**src/rtl/mips_pkg.sv**
```systemverilog
// Shared opcode/funct constants and FSM state encoding for the MIPS fetch unit.
package mips_pkg;

    localparam logic [5:0] OP_RTYPE = 6'd0;
    localparam logic [5:0] OP_J     = 6'd2;
    localparam logic [5:0] OP_JAL   = 6'd3;
    localparam logic [5:0] FN_JR    = 6'd8;

    typedef enum logic [1:0] {
        ST_IDLE  = 2'd0,
        ST_RUN   = 2'd1,
        ST_STALL = 2'd2,
        ST_HALT  = 2'd3
    } fetch_state_e;

    function automatic logic is_jr(input logic [5:0] op, input logic [5:0] fn);
        return (op == OP_RTYPE) && (fn == FN_JR);
    endfunction

endpackage

```
**src/rtl/mips_fetch_unit_if.sv**
```systemverilog
// Decode/control inputs and fetch outputs of the fetch unit; slave is the unit itself.
interface mips_fetch_if #(
    parameter int unsigned ADDR_W = 32
);
    logic              stall;
    logic              halt_req;
    logic              resume;
    logic [5:0]        opcode;
    logic [5:0]        funct;
    logic [15:0]       imm;
    logic [25:0]       jaddr;
    logic [ADDR_W-1:0] rs_value;
    logic              branch_taken;
    logic [ADDR_W-1:0] pc;
    logic              pc_valid;
    logic [ADDR_W-1:0] link_addr;
    logic              ras_mispredict;
    logic              ras_overflow;
    logic              ras_underflow;
    logic [1:0]        state;

    modport master (
        output stall, halt_req, resume, opcode, funct, imm, jaddr, rs_value, branch_taken,
        input  pc, pc_valid, link_addr, ras_mispredict, ras_overflow, ras_underflow, state
    );

    modport slave (
        input  stall, halt_req, resume, opcode, funct, imm, jaddr, rs_value, branch_taken,
        output pc, pc_valid, link_addr, ras_mispredict, ras_overflow, ras_underflow, state
    );

endinterface

```
**src/rtl/mips_ras.sv**
```systemverilog
// Circular return-address stack: a push when full overwrites the oldest entry,
// a pop when empty leaves the stack untouched.
module mips_ras #(
    parameter int unsigned ADDR_W    = 32,
    parameter int unsigned RAS_DEPTH = 4
) (
    input  logic              clock,
    input  logic              reset_n,
    input  logic              i_push,
    input  logic              i_pop,
    input  logic [ADDR_W-1:0] i_push_data,
    output logic [ADDR_W-1:0] o_top,
    output logic              o_full,
    output logic              o_empty
);

    localparam int unsigned PTR_W = $clog2(RAS_DEPTH);
    localparam logic [PTR_W:0] DEPTH_CNT = (PTR_W + 1)'(RAS_DEPTH);

    logic [ADDR_W-1:0] r_stack [RAS_DEPTH];
    logic [PTR_W-1:0]  r_sp;
    logic [PTR_W:0]    r_count;
    logic [PTR_W-1:0]  w_top_idx;

    assign w_top_idx = r_sp - 1'b1;
    assign o_top     = r_stack[w_top_idx];
    assign o_full    = (r_count == DEPTH_CNT);
    assign o_empty   = (r_count == '0);

    // With the depth a power of two, the write slot after a full wrap is exactly the oldest entry.
    always_ff @(posedge clock or negedge reset_n) begin
        if (!reset_n) begin
            r_stack <= '{default: '0};
            r_sp    <= '0;
            r_count <= '0;
        end else if (i_push) begin
            r_stack[r_sp] <= i_push_data;
            r_sp          <= r_sp + 1'b1;
            if (!o_full)
                r_count <= r_count + 1'b1;
        end else if (i_pop && !o_empty) begin
            r_sp    <= r_sp - 1'b1;
            r_count <= r_count - 1'b1;
        end
    end

endmodule

```
**src/rtl/mips_fetch_unit.sv**
```systemverilog
// PC sequencer with J/JAL/JR/branch selection, a return-address stack and a run/stall/halt FSM.
module mips_fetch_unit
    import mips_pkg::*;
#(
    parameter int unsigned       ADDR_W    = 32,
    parameter int unsigned       RAS_DEPTH = 4,
    parameter logic [ADDR_W-1:0] RESET_VEC = '0
) (
    input  logic          clock,
    input  logic          reset_n,
    mips_fetch_if.slave   bus
);

    fetch_state_e      r_state;
    fetch_state_e      w_next_state;
    logic [ADDR_W-1:0] r_pc;
    logic [ADDR_W-1:0] w_pc_next;
    logic [ADDR_W-1:0] w_pc_plus1;
    logic [ADDR_W-1:0] w_jtarget;
    logic [ADDR_W-1:0] w_btarget;
    logic              w_pc_valid;
    logic              w_retire;
    logic              w_is_jump;
    logic              w_is_jal;
    logic              w_is_jr;
    logic              w_push;
    logic              w_pop;
    logic [ADDR_W-1:0] w_ras_top;
    logic              w_ras_full;
    logic              w_ras_empty;
    logic              r_mispredict;
    logic              r_overflow;
    logic              r_underflow;

    always_ff @(posedge clock or negedge reset_n) begin
        if (!reset_n)
            r_state <= ST_IDLE;
        else
            r_state <= w_next_state;
    end

    always_comb begin
        w_next_state = r_state;
        unique case (r_state)
            ST_IDLE:  w_next_state = ST_RUN;
            ST_RUN: begin
                if (bus.halt_req)
                    w_next_state = ST_HALT;
                else if (bus.stall)
                    w_next_state = ST_STALL;
            end
            ST_STALL: begin
                if (bus.halt_req)
                    w_next_state = ST_HALT;
                else if (!bus.stall)
                    w_next_state = ST_RUN;
            end
            ST_HALT: begin
                if (bus.resume)
                    w_next_state = ST_RUN;
            end
        endcase
    end

    // An instruction retires only in RUN with neither halt_req nor stall; everything else holds.
    always_comb begin
        w_pc_valid = (r_state == ST_RUN) || (r_state == ST_STALL);
        w_retire   = (r_state == ST_RUN) && !bus.halt_req && !bus.stall;
        w_is_jump  = (bus.opcode == OP_J);
        w_is_jal   = (bus.opcode == OP_JAL);
        w_is_jr    = is_jr(bus.opcode, bus.funct);
        w_push     = w_retire && w_is_jal;
        w_pop      = w_retire && w_is_jr;
    end

    assign w_pc_plus1 = r_pc + 1'b1;
    assign w_jtarget  = {w_pc_plus1[ADDR_W-1:26], bus.jaddr};
    assign w_btarget  = w_pc_plus1 + {{(ADDR_W-16){bus.imm[15]}}, bus.imm};

    always_comb begin
        w_pc_next = r_pc;
        if (w_retire) begin
            if (w_is_jump || w_is_jal)
                w_pc_next = w_jtarget;
            else if (w_is_jr)
                w_pc_next = bus.rs_value;
            else if (bus.branch_taken)
                w_pc_next = w_btarget;
            else
                w_pc_next = w_pc_plus1;
        end
    end

    always_ff @(posedge clock or negedge reset_n) begin
        if (!reset_n)
            r_pc <= RESET_VEC;
        else
            r_pc <= w_pc_next;
    end

    mips_ras #(
        .ADDR_W    (ADDR_W),
        .RAS_DEPTH (RAS_DEPTH)
    ) u_ras (
        .clock       (clock),
        .reset_n     (reset_n),
        .i_push      (w_push),
        .i_pop       (w_pop),
        .i_push_data (w_pc_plus1),
        .o_top       (w_ras_top),
        .o_full      (w_ras_full),
        .o_empty     (w_ras_empty)
    );

    always_ff @(posedge clock or negedge reset_n) begin
        if (!reset_n) begin
            r_mispredict <= 1'b0;
            r_overflow   <= 1'b0;
            r_underflow  <= 1'b0;
        end else begin
            r_mispredict <= w_pop && !w_ras_empty && (w_ras_top != bus.rs_value);
            if (w_push && w_ras_full)
                r_overflow <= 1'b1;
            if (w_pop && w_ras_empty)
                r_underflow <= 1'b1;
        end
    end

    assign bus.pc             = r_pc;
    assign bus.pc_valid       = w_pc_valid;
    assign bus.link_addr      = w_pc_plus1;
    assign bus.ras_mispredict = r_mispredict;
    assign bus.ras_overflow   = r_overflow;
    assign bus.ras_underflow  = r_underflow;
    assign bus.state          = r_state;

endmodule

```
**src/flat_wrapper.sv**
```systemverilog
// flat-port wrapper written by rule: the top's interface ports become plain ports
module mips_fetch_unit_flat import mips_pkg::*;
#(
    parameter int unsigned       ADDR_W    = 32,
    parameter int unsigned       RAS_DEPTH = 4,
    parameter logic [ADDR_W-1:0] RESET_VEC = '0
)
  (clock, reset_n, bus_stall, bus_halt_req, bus_resume, bus_opcode, bus_funct, bus_imm, bus_jaddr, bus_rs_value, bus_branch_taken, bus_pc, bus_pc_valid, bus_link_addr, bus_ras_mispredict, bus_ras_overflow, bus_ras_underflow, bus_state);
  mips_fetch_if #(.ADDR_W(ADDR_W)) bus_i ();
  input  logic clock;
  input  logic reset_n;
  input wire logic [$bits(bus_i.stall)-1:0] bus_stall;
  input wire logic [$bits(bus_i.halt_req)-1:0] bus_halt_req;
  input wire logic [$bits(bus_i.resume)-1:0] bus_resume;
  input wire logic [$bits(bus_i.opcode)-1:0] bus_opcode;
  input wire logic [$bits(bus_i.funct)-1:0] bus_funct;
  input wire logic [$bits(bus_i.imm)-1:0] bus_imm;
  input wire logic [$bits(bus_i.jaddr)-1:0] bus_jaddr;
  input wire logic [$bits(bus_i.rs_value)-1:0] bus_rs_value;
  input wire logic [$bits(bus_i.branch_taken)-1:0] bus_branch_taken;
  output wire logic [$bits(bus_i.pc)-1:0] bus_pc;
  output wire logic [$bits(bus_i.pc_valid)-1:0] bus_pc_valid;
  output wire logic [$bits(bus_i.link_addr)-1:0] bus_link_addr;
  output wire logic [$bits(bus_i.ras_mispredict)-1:0] bus_ras_mispredict;
  output wire logic [$bits(bus_i.ras_overflow)-1:0] bus_ras_overflow;
  output wire logic [$bits(bus_i.ras_underflow)-1:0] bus_ras_underflow;
  output wire logic [$bits(bus_i.state)-1:0] bus_state;
  assign bus_i.stall = bus_stall;
  assign bus_i.halt_req = bus_halt_req;
  assign bus_i.resume = bus_resume;
  assign bus_i.opcode = bus_opcode;
  assign bus_i.funct = bus_funct;
  assign bus_i.imm = bus_imm;
  assign bus_i.jaddr = bus_jaddr;
  assign bus_i.rs_value = bus_rs_value;
  assign bus_i.branch_taken = bus_branch_taken;
  assign bus_pc = bus_i.pc;
  assign bus_pc_valid = bus_i.pc_valid;
  assign bus_link_addr = bus_i.link_addr;
  assign bus_ras_mispredict = bus_i.ras_mispredict;
  assign bus_ras_overflow = bus_i.ras_overflow;
  assign bus_ras_underflow = bus_i.ras_underflow;
  assign bus_state = bus_i.state;
  mips_fetch_unit #(.ADDR_W(ADDR_W), .RAS_DEPTH(RAS_DEPTH), .RESET_VEC(RESET_VEC)) u_core (.clock(clock), .reset_n(reset_n), .bus(bus_i));
endmodule
```
**config.mk**
```make
export PLATFORM = sky130hd
export DESIGN_NAME = mips_fetch_unit_flat
export DESIGN_NICKNAME = d
export VERILOG_FILES = /design/src/rtl/mips_pkg.sv /design/src/rtl/mips_fetch_unit_if.sv /design/src/rtl/mips_ras.sv /design/src/rtl/mips_fetch_unit.sv /design/src/flat_wrapper.sv
export SDC_FILE = /design/constraint.sdc
export NUM_CORES = 1
export LEC_CHECK = 0
export BUFFER_PORTS_ARGS = -buffer_cell sky130_fd_sc_hd__buf_2
export CAP_MARGIN = 20
export CELL_PAD_IN_SITES_DETAIL_PLACEMENT = 1
export CELL_PAD_IN_SITES_GLOBAL_PLACEMENT = 1
export CORE_MARGIN = 2
export CORE_UTILIZATION = 42
export CTS_CLUSTER_SIZE = 10
export DETAILED_ROUTE_END_ITERATION = 6
export GPL_ROUTABILITY_DRIVEN = 0
export PLACE_DENSITY_LB_ADDON = 0.1
export SYNTH_ARGS = -nofsm -noshare
export SYNTH_HDL_FRONTEND = slang
export SYNTH_HIERARCHICAL = 1
export SYNTH_SLANG_ARGS = --single-unit
export TNS_END_PERCENT = 5
```
**constraint.sdc**
```tcl
create_clock -name clock -period 4.09 [get_ports clock]
set_input_delay 0.2045 -clock clock [delete_from_list [all_inputs] [get_ports clock]]
set_output_delay 0.2045 -clock clock [all_outputs]
set_load 0.01 [all_outputs]
```
==> run_summary.xml <==
<?xml version="1.0" encoding="UTF-8"?>
<metrics>
  <group name="outcome">
    <metric name="result_of_the_run" unit="">finished clean</metric>
  </group>
  <group name="timing">
    <metric name="fmaxAchievable" unit="MHz">256</metric>
    <metric name="unrepaired_setup_endpoints_after_global_routing" unit="">true</metric>
    <metric name="finalMaxSlewViolations" unit="">0</metric>
    <metric name="setup_viol" unit="">0</metric>
    <metric name="worst_clock_skew" unit="ns">0.0164</metric>
    <metric name="timing_worst_slew_pin_value" unit="ns">1.01</metric>
    <metric name="whs" unit="ns">0.0644</metric>
    <metric name="period_needed" unit="ns">3.91</metric>
    <metric name="maxSlewHeadroom" unit="%">32.8</metric>
    <metric name="finalHoldViolations" unit="">0</metric>
    <metric name="min_period_over_period" unit="%">95.6</metric>
    <metric name="fin_tns_setup" unit="ns">0</metric>
  </group>
  <group name="synthesis">
    <metric name="warnings_synthesis" unit="">6</metric>
    <metric name="synth_ff_type" unit="">sky130_fd_sc_hd__dfrtp_1</metric>
    <metric name="synth-compound-area-share" unit="%">13.3</metric>
    <metric name="netlist_area" unit="mm2">0.0114</metric>
    <metric name="synth_top_family_by_area" unit="">multiplexers</metric>
    <metric name="area_share_of_xor_xnor_cells_in_the_synthesized_design" unit="%">6.79</metric>
    <metric name="synth_enable_flop_cells" unit="">0</metric>
    <metric name="synth_mux_area_share" unit="%">21.9</metric>
    <metric name="synthAdderAreaFrac" unit="%">5.42</metric>
    <metric name="synth-seq-cells" unit="">170</metric>
    <metric name="synth.lib_cells_used.distinct" unit="">73</metric>
    <metric name="postSynth.asyncResetShare" unit="%">100</metric>
    <metric name="synth_sequential_area_ratio" unit="%">37.5</metric>
    <metric name="number_of_instances_in_the_synthesized_netlist" unit="">1030</metric>
    <metric name="synth_simple_gate_area_share" unit="%">10.9</metric>
    <metric name="synth_nets" unit="">1170</metric>
    <metric name="synth.avg_cell_area" unit="um2">11.0</metric>
  </group>
  <group name="detailed_routing">
    <metric name="number_of_vias_per_cell_after_detailed_routing" unit="">5.88</metric>
    <metric name="detailedRoute.firstIterationViolations" unit="">551</metric>
    <metric name="detail_route.drc_violations" unit="">0</metric>
    <metric name="postRouteAntennaNets" unit="">0</metric>
    <metric name="finalWirelength" unit="um">38900</metric>
    <metric name="wirelength_per_cell" unit="um">24.6</metric>
    <metric name="first_pass_iters" unit="">5</metric>
    <metric name="number_of_vias_after_detailed_routing" unit="">9299</metric>
  </group>
  <group name="critical_path">
    <metric name="crit_path_top_delay_cell" unit="">sky130_fd_sc_hd__o31ai_1</metric>
    <metric name="regToRegStartpoint" unit="">u_core/bus.pc[1]$_DFFE_PN0P_</metric>
    <metric name="cp-end-kind" unit="">flip-flop</metric>
    <metric name="cp_cell_sequence" unit="">and3_1, buf_4, nand4_1, xnor2_2, ha_1, a21o_1, a31oi_1, o21ai_0, o21ai_2, a211oi_2, o31ai_1, a31oi_1, xnor2_1, o22ai_1</metric>
    <metric name="timing.critical_path.fanout_max" unit="">5</metric>
    <metric name="crit_arrival" unit="ns">4.21</metric>
    <metric name="max_stage_delay" unit="ns">0.51</metric>
    <metric name="path_class" unit="">flip-flop to flip-flop</metric>
    <metric name="critical_path.startpoint" unit="">u_core/bus.pc[1]$_DFFE_PN0P_</metric>
    <metric name="r2r_cells" unit="">14</metric>
    <metric name="cp.required" unit="ns">4.39</metric>
    <metric name="crit_path_frequent_cell" unit="">sky130_fd_sc_hd__a31oi_1</metric>
    <metric name="startpoint_type" unit="">flip-flop</metric>
  </group>
  <group name="finish">
    <metric name="insertedDiodeCount" unit="">0</metric>
    <metric name="fraction_of_layout_instances_using_a_drive_strength_above_1" unit="%">35.9</metric>
    <metric name="most_used_cells_in_the_layout_excluding_fill_and_tap_cells" unit="">sky130_fd_sc_hd__dfrtp_1 (169), sky130_fd_sc_hd__buf_2 (160), sky130_fd_sc_hd__nor2_1 (73), sky130_fd_sc_hd__a21oi_1 (73), sky130_fd_sc_hd__mux2_2 (69)</metric>
    <metric name="layout.nets" unit="">1367</metric>
    <metric name="fillers" unit="">2975</metric>
    <metric name="multi_input_gate_area" unit="mm2">0.00665</metric>
    <metric name="final_design_area_no_fill" unit="mm2">0.0134</metric>
    <metric name="area_growth" unit="%">17.9</metric>
    <metric name="layout_commonest_cell" unit="">sky130_fd_sc_hd__dfrtp_1</metric>
    <metric name="layout.area.seq" unit="mm2">0.00426</metric>
  </group>
  <group name="power_and_ir_drop">
    <metric name="netSwitchingPower" unit="mW">3.46</metric>
    <metric name="pwr-share-seq" unit="%">26.8</metric>
    <metric name="power_density" unit="mW/mm2">595</metric>
    <metric name="p_int" unit="mW">4.51</metric>
    <metric name="power.share.switching" unit="%">43.4</metric>
    <metric name="ir_drop" unit="uV">270</metric>
    <metric name="total_leakage_power" unit="nW">6.57</metric>
    <metric name="totalPowerFinal" unit="mW">7.96</metric>
    <metric name="power.clock.fraction" unit="%">20.7</metric>
    <metric name="comb_power_share" unit="%">52.6</metric>
  </group>
  <group name="floorplan">
    <metric name="dieArea" unit="mm2">0.0284</metric>
    <metric name="die-height" unit="um">168</metric>
    <metric name="dieWidth" unit="um">168</metric>
    <metric name="rows" unit="">60</metric>
    <metric name="initial_utilization" unit="%">42.5</metric>
    <metric name="core_area" unit="mm2">0.0267</metric>
    <metric name="io_pins" unit="">162</metric>
  </group>
  <group name="clocking">
    <metric name="clkTransAtPathRegs" unit="ns">0.07</metric>
    <metric name="cts_buffers" unit="">17</metric>
    <metric name="cts_max_path_buffers" unit="">2</metric>
    <metric name="clkSinkCount" unit="">170</metric>
    <metric name="cts_tree" unit="">built</metric>
    <metric name="clock_tree.root_cell" unit="">sky130_fd_sc_hd__clkbuf_16</metric>
    <metric name="insertion_delay" unit="ns">0.44</metric>
    <metric name="clock_tree.htree_level_count" unit="">4</metric>
    <metric name="cts_post_setup_buffers_inserted" unit="">0</metric>
  </group>
  <group name="global_routing">
    <metric name="initial_antenna_violation_count" unit="">0</metric>
    <metric name="grt_pass1_vias" unit="">9691</metric>
    <metric name="grt_use_total" unit="%">27.8</metric>
    <metric name="grt_max_degree" unit="">105</metric>
    <metric name="global_route_wire_length_before_repair" unit="um">59200</metric>
    <metric name="grt_remaining_overflow" unit="">0</metric>
  </group>
  <group name="place">
    <metric name="place_hpwl" unit="um">28000</metric>
    <metric name="placement.cell_area" unit="mm2">0.0127</metric>
    <metric name="io_buffer_count" unit="">161</metric>
  </group>
  <group name="worst_hold_path">
    <metric name="worstHoldStart" unit="">bus_jaddr[25]</metric>
    <metric name="min_delay_path_depth" unit="">3</metric>
    <metric name="min-delay-path-class" unit="">primary input to flip-flop</metric>
  </group>
  <group name="job">
    <metric name="maxCapViolations" unit="">0</metric>
  </group>
</metrics>
## path summary, 6_finish.rpt
kind / end / slack [ns]
max in group asynchronous: u_core/u_ras/r_stack[7]$_DFFE_PN0P_ / 2.69
min in group asynchronous: u_core/u_ras/r_stack[30]$_DFFE_PN0P_ / 0.47
min: u_core/bus.pc[25]$_DFFE_PN0P_ / 0.06
min reg2reg: u_core/bus.ras_overflow$_DFFE_PN0P_ / 0.46
max: u_core/bus.pc[28]$_DFFE_PN0P_ / 0.18
max reg2reg: u_core/bus.pc[28]$_DFFE_PN0P_ / 0.18
## routing by layer
metal / vias to the layer above / global-route usage [%] / share of wire, %
met4: 0 / 7.68 / 2.1
li1: 4204 / - / -
met1: 4811 / 38.9 / 46
met2: 233 / 45.4 / 48
met5: - / 0 / 0
met3: 51 / 3.69 / 4.0
## final cells by class
type	instances	share of cell area, %
sequential	170	31.8
tap	341	3.19
inverter	18	0.505
clock buffer	19	3.31
clock inverter	13	1.05
timing repair buffer	232	10.4
multi-input combinational	788	49.7
## cell families after synthesis
family / count (synthesis)
DFF: 170
and+or+nand+nor: 247
adders and majority gates: 48
buffers and inverters: 72
xor gates and xnor gates: 88
AOI/OAI and AO/OA: 237
muxes: 168
## per-stage QoR
stage,util [%],setup WS [ns],instances
after global routing,50.1,-0.000753,1581
after detailed placement,47.7,0.162,1548
after global placement,47.7,0.273,1548
after floorplan,-,0.0143,1030
final,50.1,0.179,1581
after CTS,49.9,0.124,1581
## state kept, by name, indices dropped and copies added, names as in the netlist
register / cells
u_core/u_ras/r_sp: 2
u_core/u_ras/r_stack: 128
u_core/bus.ras_overflow: 1
u_core/bus.pc: 32
u_core/bus.state: 2
u_core/bus.ras_underflow: 1
u_core/u_ras/r_count: 3
u_core/bus.ras_mispredict: 1
## power by group through the flow
stage / Sequential [mW] / Combinational (mW) / Clock, mW
2_1_floorplan: 2.19 / 2.46 / 0
3_3_place_gp: 2.15 / 4.08 / 0
3_5_place_dp: 2.15 / 4.13 / 0
4_1_cts: 2.13 / 4.17 / 1.69
5_1_grt: 2.16 / 4.57 / 1.75
6_report: 2.13 / 4.19 / 1.65
## worst max-delay path, delay by kind of cell (launching register included)
kind                     cells  cell delay (ns)
flip-flops                   1             0.39
AND/OR/NAND/NOR              2             0.51
XOR/XNOR                     2             0.51
AO/OA/AOI/OAI                8             1.86
adder cells (fa/ha/maj)      1             0.35
buffers and inverters        1             0.15
## synthesized netlist by cell type, drive strengths merged (19+ instances only)
| library cell | number | area share (%) |
|---|---|---|
| a21o | 24 | 1.6 |
| a21oi | 75 | 3.4 |
| buf | 28 | 2.6 |
| clkbuf | 25 | 1.0 |
| dfrtp | 170 | 37 |
| ha | 46 | 5.1 |
| mux2 | 129 | 15 |
| mux4 | 32 | 6.5 |
| nand2 | 68 | 2.5 |
| nand3 | 24 | 1.1 |
| nand4 | 20 | 1.1 |
| nor2 | 73 | 2.4 |
| o21ai | 53 | 2.4 |
| xnor2 | 69 | 5.3 |
| xor2 | 19 | 1.5 |
## repair_timing
action | CTS | global route
resized for setup | 0 | 9
hold buffers | 1 | 0
setup endpoints to repair | 0 | 5
hold endpoints to repair | 103 | 0
(Power assumes the default switching activity.)
